## src/rtl/uart_tx_arbiter.sv

```systemverilog
// rtl/uart_tx_arbiter.sv - round-robin arbiter sharing one uart_tx among byte producers
module uart_tx_arbiter #(
    parameter int          NUM_REQ             = 4,
    parameter int          ID_W                = 2,
    parameter logic [23:0] DEFAULT_BIT_TMR_MAX = 24'd433,
    parameter int          BUSY_TIMEOUT        = 15,
    parameter int          LOCK_TIMEOUT        = 65535
) (
    input  logic                 CLK,
    input  logic                 RESET_N,
    input  logic [NUM_REQ-1:0]   REQ_VALID,
    input  logic [8*NUM_REQ-1:0] REQ_DATA,
    input  logic [NUM_REQ-1:0]   REQ_LAST,
    output logic [NUM_REQ-1:0]   REQ_ACK,
    input  logic [23:0]          CFG_BIT_TMR_MAX,
    output logic                 TX_SEND,
    output logic [7:0]           TX_DATA,
    input  logic                 TX_READY,
    output logic [23:0]          BIT_TMR_MAX,
    output logic                 BUSY,
    output logic [ID_W-1:0]      GRANT_ID,
    output logic                 ERR_TIMEOUT,
    input  logic                 ERR_CLR
);

    localparam logic [1:0] S_IDLE      = 2'd0;
    localparam logic [1:0] S_WAIT_BUSY = 2'd1;
    localparam logic [1:0] S_WAIT_DONE = 2'd2;

    localparam int LT_W = (LOCK_TIMEOUT > 1) ? $clog2(LOCK_TIMEOUT + 1) : 1;
    localparam int BT_W = (BUSY_TIMEOUT > 1) ? $clog2(BUSY_TIMEOUT + 1) : 1;

    // Last count value before the timer expires; compares with >= so the counters saturate.
    localparam logic [LT_W-1:0] LOCK_LAST = LT_W'(LOCK_TIMEOUT - 1);
    localparam logic [BT_W-1:0] BUSY_LAST = BT_W'(BUSY_TIMEOUT - 1);
    localparam logic [ID_W-1:0] GRANT_RST = ID_W'(NUM_REQ - 1);

    logic [1:0]         state, state_n;
    logic               lock, lock_n;
    logic [LT_W-1:0]    lock_tmr, lock_tmr_n;
    logic [BT_W-1:0]    busy_cnt, busy_cnt_n;
    logic               send_n;
    logic [7:0]         data_n;
    logic [NUM_REQ-1:0] ack_n;
    logic [ID_W-1:0]    grant_n;
    logic [23:0]        div_n;
    logic               err_n;
    logic               err_set;
    logic               busy_n;

    logic               cand_found;
    logic [ID_W-1:0]    cand_idx;
    logic [ID_W-1:0]    scan_id;
    logic               grant_en;
    logic [ID_W-1:0]    grant_idx;

    // Round-robin search starting after the last grant; scanning from the far end
    // lets the nearest valid requester overwrite earlier hits.
    always_comb begin
        cand_found = 1'b0;
        cand_idx   = '0;
        scan_id    = '0;
        for (int k = NUM_REQ; k >= 1; k--) begin
            scan_id = ID_W'((int'(GRANT_ID) + k) % NUM_REQ);
            if (REQ_VALID[scan_id]) begin
                cand_found = 1'b1;
                cand_idx   = scan_id;
            end
        end
    end

    // While locked only the current owner may be granted.
    always_comb begin
        grant_idx = lock ? GRANT_ID : cand_idx;
        grant_en  = (state == S_IDLE) && TX_READY &&
                    (lock ? REQ_VALID[GRANT_ID] : cand_found);
    end

    // Next-state and next-output computation for the whole block.
    always_comb begin
        state_n    = state;
        lock_n     = lock;
        lock_tmr_n = lock_tmr;
        busy_cnt_n = busy_cnt;
        send_n     = TX_SEND;
        data_n     = TX_DATA;
        ack_n      = '0;
        grant_n    = GRANT_ID;
        div_n      = BIT_TMR_MAX;
        err_set    = 1'b0;

        case (state)
            S_IDLE: begin
                if (TX_READY) begin
                    if (grant_en) begin
                        send_n           = 1'b1;
                        data_n           = REQ_DATA[{grant_idx, 3'b000} +: 8];
                        ack_n[grant_idx] = 1'b1;
                        grant_n          = grant_idx;
                        lock_n           = ~REQ_LAST[grant_idx];
                        lock_tmr_n       = '0;
                        busy_cnt_n       = '0;
                        state_n          = S_WAIT_BUSY;
                    end else if (lock) begin
                        if (lock_tmr >= LOCK_LAST) begin
                            lock_n     = 1'b0;
                            lock_tmr_n = '0;
                        end else begin
                            lock_tmr_n = lock_tmr + 1'b1;
                        end
                    end else begin
                        // Divisor only moves between messages, with the UART idle.
                        div_n = CFG_BIT_TMR_MAX;
                    end
                end
            end
            S_WAIT_BUSY: begin
                if (!TX_READY) begin
                    send_n     = 1'b0;
                    busy_cnt_n = '0;
                    state_n    = S_WAIT_DONE;
                end else if (busy_cnt >= BUSY_LAST) begin
                    // UART never took the byte: drop it and release any lock.
                    err_set    = 1'b1;
                    send_n     = 1'b0;
                    lock_n     = 1'b0;
                    lock_tmr_n = '0;
                    busy_cnt_n = '0;
                    state_n    = S_IDLE;
                end else begin
                    busy_cnt_n = busy_cnt + 1'b1;
                end
            end
            S_WAIT_DONE: begin
                if (TX_READY) begin
                    state_n = S_IDLE;
                end
            end
            default: begin
                send_n  = 1'b0;
                state_n = S_IDLE;
            end
        endcase

        err_n  = err_set ? 1'b1 : (ERR_CLR ? 1'b0 : ERR_TIMEOUT);
        busy_n = (state_n != S_IDLE) || lock_n;
    end

    // State and registered outputs; reset drops TX_SEND without waiting for a clock.
    always_ff @(posedge CLK or negedge RESET_N) begin
        if (!RESET_N) begin
            state       <= S_IDLE;
            lock        <= 1'b0;
            lock_tmr    <= '0;
            busy_cnt    <= '0;
            TX_SEND     <= 1'b0;
            TX_DATA     <= 8'h00;
            REQ_ACK     <= '0;
            GRANT_ID    <= GRANT_RST;
            BIT_TMR_MAX <= DEFAULT_BIT_TMR_MAX;
            ERR_TIMEOUT <= 1'b0;
            BUSY        <= 1'b0;
        end else begin
            state       <= state_n;
            lock        <= lock_n;
            lock_tmr    <= lock_tmr_n;
            busy_cnt    <= busy_cnt_n;
            TX_SEND     <= send_n;
            TX_DATA     <= data_n;
            REQ_ACK     <= ack_n;
            GRANT_ID    <= grant_n;
            BIT_TMR_MAX <= div_n;
            ERR_TIMEOUT <= err_n;
            BUSY        <= busy_n;
        end
    end

endmodule

```

## config.mk

```make
export PLATFORM = sky130hd
export DESIGN_NAME = uart_tx_arbiter
export DESIGN_NICKNAME = d
export VERILOG_FILES = /design/src/rtl/uart_tx_arbiter.sv
export SDC_FILE = /design/constraint.sdc
export NUM_CORES = 1
export LEC_CHECK = 0
export ABC_CLOCK_PERIOD_IN_PS = 4300
export CAP_MARGIN = 20
export CORE_MARGIN = 2
export CORE_UTILIZATION = 30
export DETAILED_ROUTE_END_ITERATION = 8
export HOLD_SLACK_MARGIN = 0.06
export SLEW_MARGIN = 0
export SYNTH_ARGS = -nofsm -noshare
export SYNTH_HDL_FRONTEND = slang
export SYNTH_SLANG_ARGS = --single-unit
```

## constraint.sdc

```tcl
create_clock -name CLK -period 4.3 [get_ports CLK]
set_input_delay 0.645 -clock CLK [delete_from_list [all_inputs] [get_ports CLK]]
set_output_delay 0.645 -clock CLK [all_outputs]
set_load 0.02 [all_outputs]
```

== Word-level counts from Yosys, hierarchy flattened ==
Index checks and enable logic that the tools add are counted.

* Register bits after elaboration: 64
* Output and inout bits: 41
* Bits of input ports: 68

* Add/subtract/negate cells: 6
* Order comparisons: 9
* Multiplexer cells: 62
* Bitwise logic cells: 4
* Reductions and logical operators: 13
* Eq/ne operators: 8
* Shift operators: 1

{| class="wikitable"
|+ Operators by type and width
! cell !! count
|-
| two-way mux 16 bit || 6
|-
| case mux 16 bit (2 select lines) || 1
|-
| indexed part select 32 x 6 -> 8 bit || 1
|-
| two-way mux 4 bit || 7
|-
| two-way mux 1 bit || 27
|-
| two-way mux 2 bit || 10
|-
| < comparator 2 x 3 -> 1 bit, second input constant || 6
|-
| adder 16 x 1 -> 16 bit, second input constant || 1
|-
| greater-or-equal comparator 16 bit, second input constant || 1
|-
| binary-select mux 1 bit (select 2 bit) || 6
|-
| inequality test 2 bit, second input constant || 4
|-
| case mux 4 bit (2 select lines) || 1
|-
| AND reduction 4 bit || 2
|-
| inequality test 3 bit, second input constant || 2
|-
| case mux 2 bit (3 select lines) || 1
|-
| AND reduction 3 bit || 2
|-
| nonzero test 2 bit || 3
|-
| AND reduction 5 bit || 1
|-
| adder 2 x 1 -> 2 bit, second input constant || 2
|-
| adder 2 bit, second input constant || 2
|-
| adder 4 x 1 -> 4 bit, second input constant || 1
|-
| greater-or-equal comparator 4 bit, second input constant || 1
|-
| inverter 1 bit || 4
|-
| logical AND 1 bit || 3
|-
| 8 further kinds || 8
|}

== Longest topological paths before layout ==
* Word-level depth: 15
* Gate-level depth with buffers: 9
* Gate-level depth less buffers: 8

== Least setup slack after synthesis ==
No wires, ideal clock.

* Kind: input -> register
* From: input port REQ_VALID[3]
* To: register lock_tmr[3]
* Arrival time: 2.153 ns
* Required time: 4.217 ns
* Path slack: 2.064 ns
* Setup time: 0.083 ns
* Stages: 6
* Cell sequence: buf_2 mux4_2 o221ai_4 nand3_4 or3_1 o21ai_0

* Word-level cells in the longest chain between the ends: 11
* Elaborated cells on any way between the ends: 21
* Classes of those cells: 1 x eq/ne; 18 x mux; 2 x reduce/logical

{| class="wikitable"
|+ RTL lines
! element !! line !! text
|-
| start, declared || 11 || <nowiki>input logic [NUM_REQ-1:0] REQ_VALID,</nowiki>
|-
| binary-select mux 1 bit (select 2 bit) || 65 || <nowiki>if (REQ_VALID[scan_id]) begin</nowiki>
|-
| two-way mux 1 bit (implied by the code) || 65 ||
|-
| two-way mux 1 bit (4 in series) || 65 ||
|-
| two-way mux 1 bit (*) || 76 || <nowiki>(lock ? REQ_VALID[GRANT_ID] : cand_found);</nowiki>
|-
| logical AND 1 bit (*) || 75 || <nowiki>grant_en = (state == S_IDLE) && TX_READY &&</nowiki>
|-
| two-way mux 16 bit || 95 || <nowiki>if (grant_en) begin</nowiki>
|-
| two-way mux 16 bit || 94 || <nowiki>if (TX_READY) begin</nowiki>
|-
| case mux 16 bit (2 select lines) || 92 || <nowiki>case (state)</nowiki>
|-
| end signal, assigned || 166 || <nowiki>lock_tmr <= lock_tmr_n;</nowiki>
|-
| end, declared || 40 || <nowiki>logic [LT_W-1:0] lock_tmr, lock_tmr_n;</nowiki>
|}

Mark *: on every way between the ends. The rest lies on a longest branch, timed or not. The select of a mux whose other input is x is not followed.
A chain may end at the register's enable or synchronous reset.

== Worst setup path after layout ==
* From: input port REQ_VALID[3]
* To: register BUSY

* Elaborated cells on any way between the ends: 32
* Classes of those cells: 28 x mux; 1 x bitwise; 3 x reduce/logical

{| class="wikitable"
|+ RTL lines
! element !! line !! text
|-
| binary-select mux 1 bit (select 2 bit) || 65 ||
|-
| two-way mux 1 bit (implied by the code) || 65 ||
|-
| two-way mux 1 bit (4 in series) || 65 ||
|-
| two-way mux 1 bit (*) || 76 ||
|-
| logical AND 1 bit (*) || 75 ||
|-
| two-way mux 2 bit (*) || 95 ||
|-
| two-way mux 2 bit (*) || 94 ||
|-
| case mux 2 bit (3 select lines) (*) || 92 ||
|-
| net state_n[0] || 38 || <nowiki>logic [1:0] state, state_n;</nowiki>
|-
| nonzero test 2 bit (*) || 146 || <nowiki>busy_n = (state_n != S_IDLE) || lock_n;</nowiki>
|-
| logical OR 1 bit (*) || 146 ||
|-
| net busy_n || 49 || <nowiki>logic busy_n;</nowiki>
|-
| end signal, assigned || 174 || <nowiki>BUSY <= busy_n;</nowiki>
|-
| end, declared || 20 || <nowiki>output logic BUSY,</nowiki>
|}

The timed path passes the listed nets; every way through them passes the cells marked *. The select of a mux whose other input is x is not followed.

==> reports/metrics.cfg <==
[cts]
clock_latency_ps = 340
cts_setup_buffers = 0
cts_resized = 0
cts_made_buffers = 9
ctsHoldBuffers = 0
cts.sinks = 64
cts_tree = done
cts.path.max_buffers = 2
cts_max_level = 3
path_clk_slew_ps = 80
root_buffer = clkbuf_8

[synth]
yosysTopAreaCell = dfrtp_1
synth_top_area_share = 0.441
synth_common_cells = dfrtp_1 (57), nand2_1 (35), mux2_2 (32)
synth.most_common_cell = dfrtp_1
synth.avg_cell_area_um2 = 10.8
synth_seq_cells = 64
synth_nets = 370
syn_area_mm2 = 0.00323
ys_types = 48
synth_edf_count = 0
syn_inst = 298
ys_async_sr_fraction = 1.00
synthFlopType = dfrtp_1
ys.warnings.count = 0
ys_seq_area_frac = 0.498
yosys-top-cells-area = dfrtp_1 (44%), mux2_2 (11%), mux2i_1 (6.2%), dfstp_2 (5.7%), nand2_1 (4.1%)

[timing]
slew_viol_final = 0
fmax_mhz = 356
setup_viol = 0
grt_setup_unrepaired = no
hold_viol = 0
tightest_slew_ps = 782
finalCritPeriodShare = 0.653
period_needed_ps = 2810
slew-limit-headroom = 0.476
fin_skew_ps = 9.92
fin_setup_tns_ps = 0

[hold_path]
min_path_type = primary input to asynchronous set/reset pin

[pwr]
powerDensity_mw_per_mm2 = 604
total_power_mw = 2.86
power.leakage_nw = 2.00
irDropWorstVdd_v = 0.000257

[floorplanning]
fp-row-count = 37
die_x_um = 108
initial_utilization = 0.312
die_area_mm2 = 0.0116
ios = 109
core_mm2 = 0.0104
die_h_um = 108

[worst_setup_path]
cpPeakStageDelay_ps = 570
cpMaxStageDelayCell = mux4_2
crit_path_end_kind = register
cp_max_fo = 24
cp.arrival_ps = 3010
critPathBufInv = 2
cp.required_ps = 4510
critical-path-top-delay-family = buffers and inverters
cp_cell_sequence = clkdlybuf4s50_1 -> mux4_2 -> inv_1 -> a211o_1 -> nand2_1 -> or3b_2
critPathLaunchType = primary input
path_class = primary input to register

[drt]
drt_iter0_drc = 139
post_drt_via_cell_ratio = 4.85
detail-route-antenna-nets = 0
vias = 2675
drc = 0
drt_pass1_iterations = 4
routedWlPerCell_um = 13.9
wirelength_um = 7660

[cells_and_area]
drive_above_1_share = 0.178
nFillCells = 1023
multi_input_area_mm2 = 0.00152
antenna_cells = 0
fin_nets = 482
fin_cells = 551
register_area_mm2 = 0.00161
areaGrowthSynthToFinish_pct = 46.7

[global_route]
grt_max_degree = 45
grt_pass1_vias = 2747
antenna_found_initial = 0
grt.total_usage = 0.142
grt_first_pass_wirelength_um = 12900
grt.overflow.total = 0

[flow_run]
cap_violations = 0

[place]
gp_congestion = 0.813
portBuffers = 108
hpwl_um = 5660
dp.cells = 534

[outcome]
outcome = completed

worst paths after layout:
kind                              start               to  slack [ps]  cells after the start
setup / recovery           REQ_VALID[3]             BUSY        1490                      6
hold / removal                  RESET_N  BIT_TMR_MAX[18]         110                      1
setup reg to reg            GRANT_ID[0]             BUSY        1720                      5
hold reg to reg              TX_DATA[0]       TX_DATA[0]         490                      2
max in group asynchronous       RESET_N      lock_tmr[2]        3410                      3
min in group CLK             TX_DATA[0]       TX_DATA[0]         490                      2
flip-flops by register name, indices dropped and copies added, names as in the netlist:
signal	cells
BUSY	1
BIT_TMR_MAX	24
state	2
REQ_ACK	4
busy_cnt	4
GRANT_ID	2
lock	1
lock_tmr	16
ERR_TIMEOUT	1
TX_DATA	8
TX_SEND	1
worst reg2reg max path: cells and delay by family, from the launching register on:
kind	cells	cell delay (ps)
AO/OA/AOI/OAI	1	530
flip-flops	1	640
multiplexers	1	570
AND/OR/NAND/NOR	2	620
buffers and inverters	1	100
metrics by stage:
stage | hold slack (ps) | util | setup slack, ps | cell area, um^2
after global routing | 82.3 | 0.457 | 1340 | 4740
after floorplan | 349 | - | 2060 | 3230
after global placement | 461 | 0.430 | 1180 | 4460
after detailed placement | 471 | 0.430 | 1110 | 4460
final | 106 | 0.457 | 1490 | 4740
after CTS | 486 | 0.455 | 1480 | 4720
per-layer routing:
layer	GRT usage	part of all wire	up-vias
met5	0	0	-
met4	0.0348	0.0097	0
met3	0.0896	0.12	7
met2	0.220	0.46	101
met1	0.166	0.41	1272
li1	-	-	1295
placed cells by master (no fill, tap or decap), types with 5 or more instances in the layout:
| master | synthesis | final |
|---|---|---|
| a21oi_1 | 8 | 8 |
| buf_4 | 1 | 5 |
| clkbuf_8 | 0 | 12 |
| clkdlybuf4s50_1 | 0 | 107 |
| dfrtp_1 | 57 | 57 |
| dfstp_2 | 7 | 7 |
| inv_1 | 11 | 11 |
| mux2_2 | 32 | 32 |
| mux2i_1 | 20 | 20 |
| nand2_1 | 35 | 35 |
| nand3_1 | 7 | 7 |
| nor2_1 | 17 | 17 |
| nor3_1 | 7 | 7 |
| o21ai_0 | 21 | 21 |
| o31ai_1 | 5 | 5 |
area by class of cell:
type | count | share of cell area
Sequential cell | 64 | 0.340
Multi-Input combinational cell | 210 | 0.321
Timing Repair Buffer | 114 | 0.239
Tap cell | 136 | 0.0359
Clock buffer | 12 | 0.0348
Clock inverter | 4 | 0.0209
Inverter | 11 | 0.00871
power breakdown:
| group | switching (mW) | internal, mW | total [mW] |
|---|---|---|---|
| Sequential | 0.151 | 0.796 | 0.948 |
| Clock | 0.232 | 0.434 | 0.666 |
| Combinational | 0.622 | 0.625 | 1.25 |
kinds of logic after synthesis:
logic type / after synthesis / synth area share
compound gates: 60 / 0.127
xor+xnor: 7 / 0.0190
mux: 53 / 0.180
flops: 64 / 0.498
simple gates: 86 / 0.126
fa+ha+maj: 4 / 0.0155
buf+inv: 24 / 0.0333
Note: power is estimated with default switching activity, not from simulation.
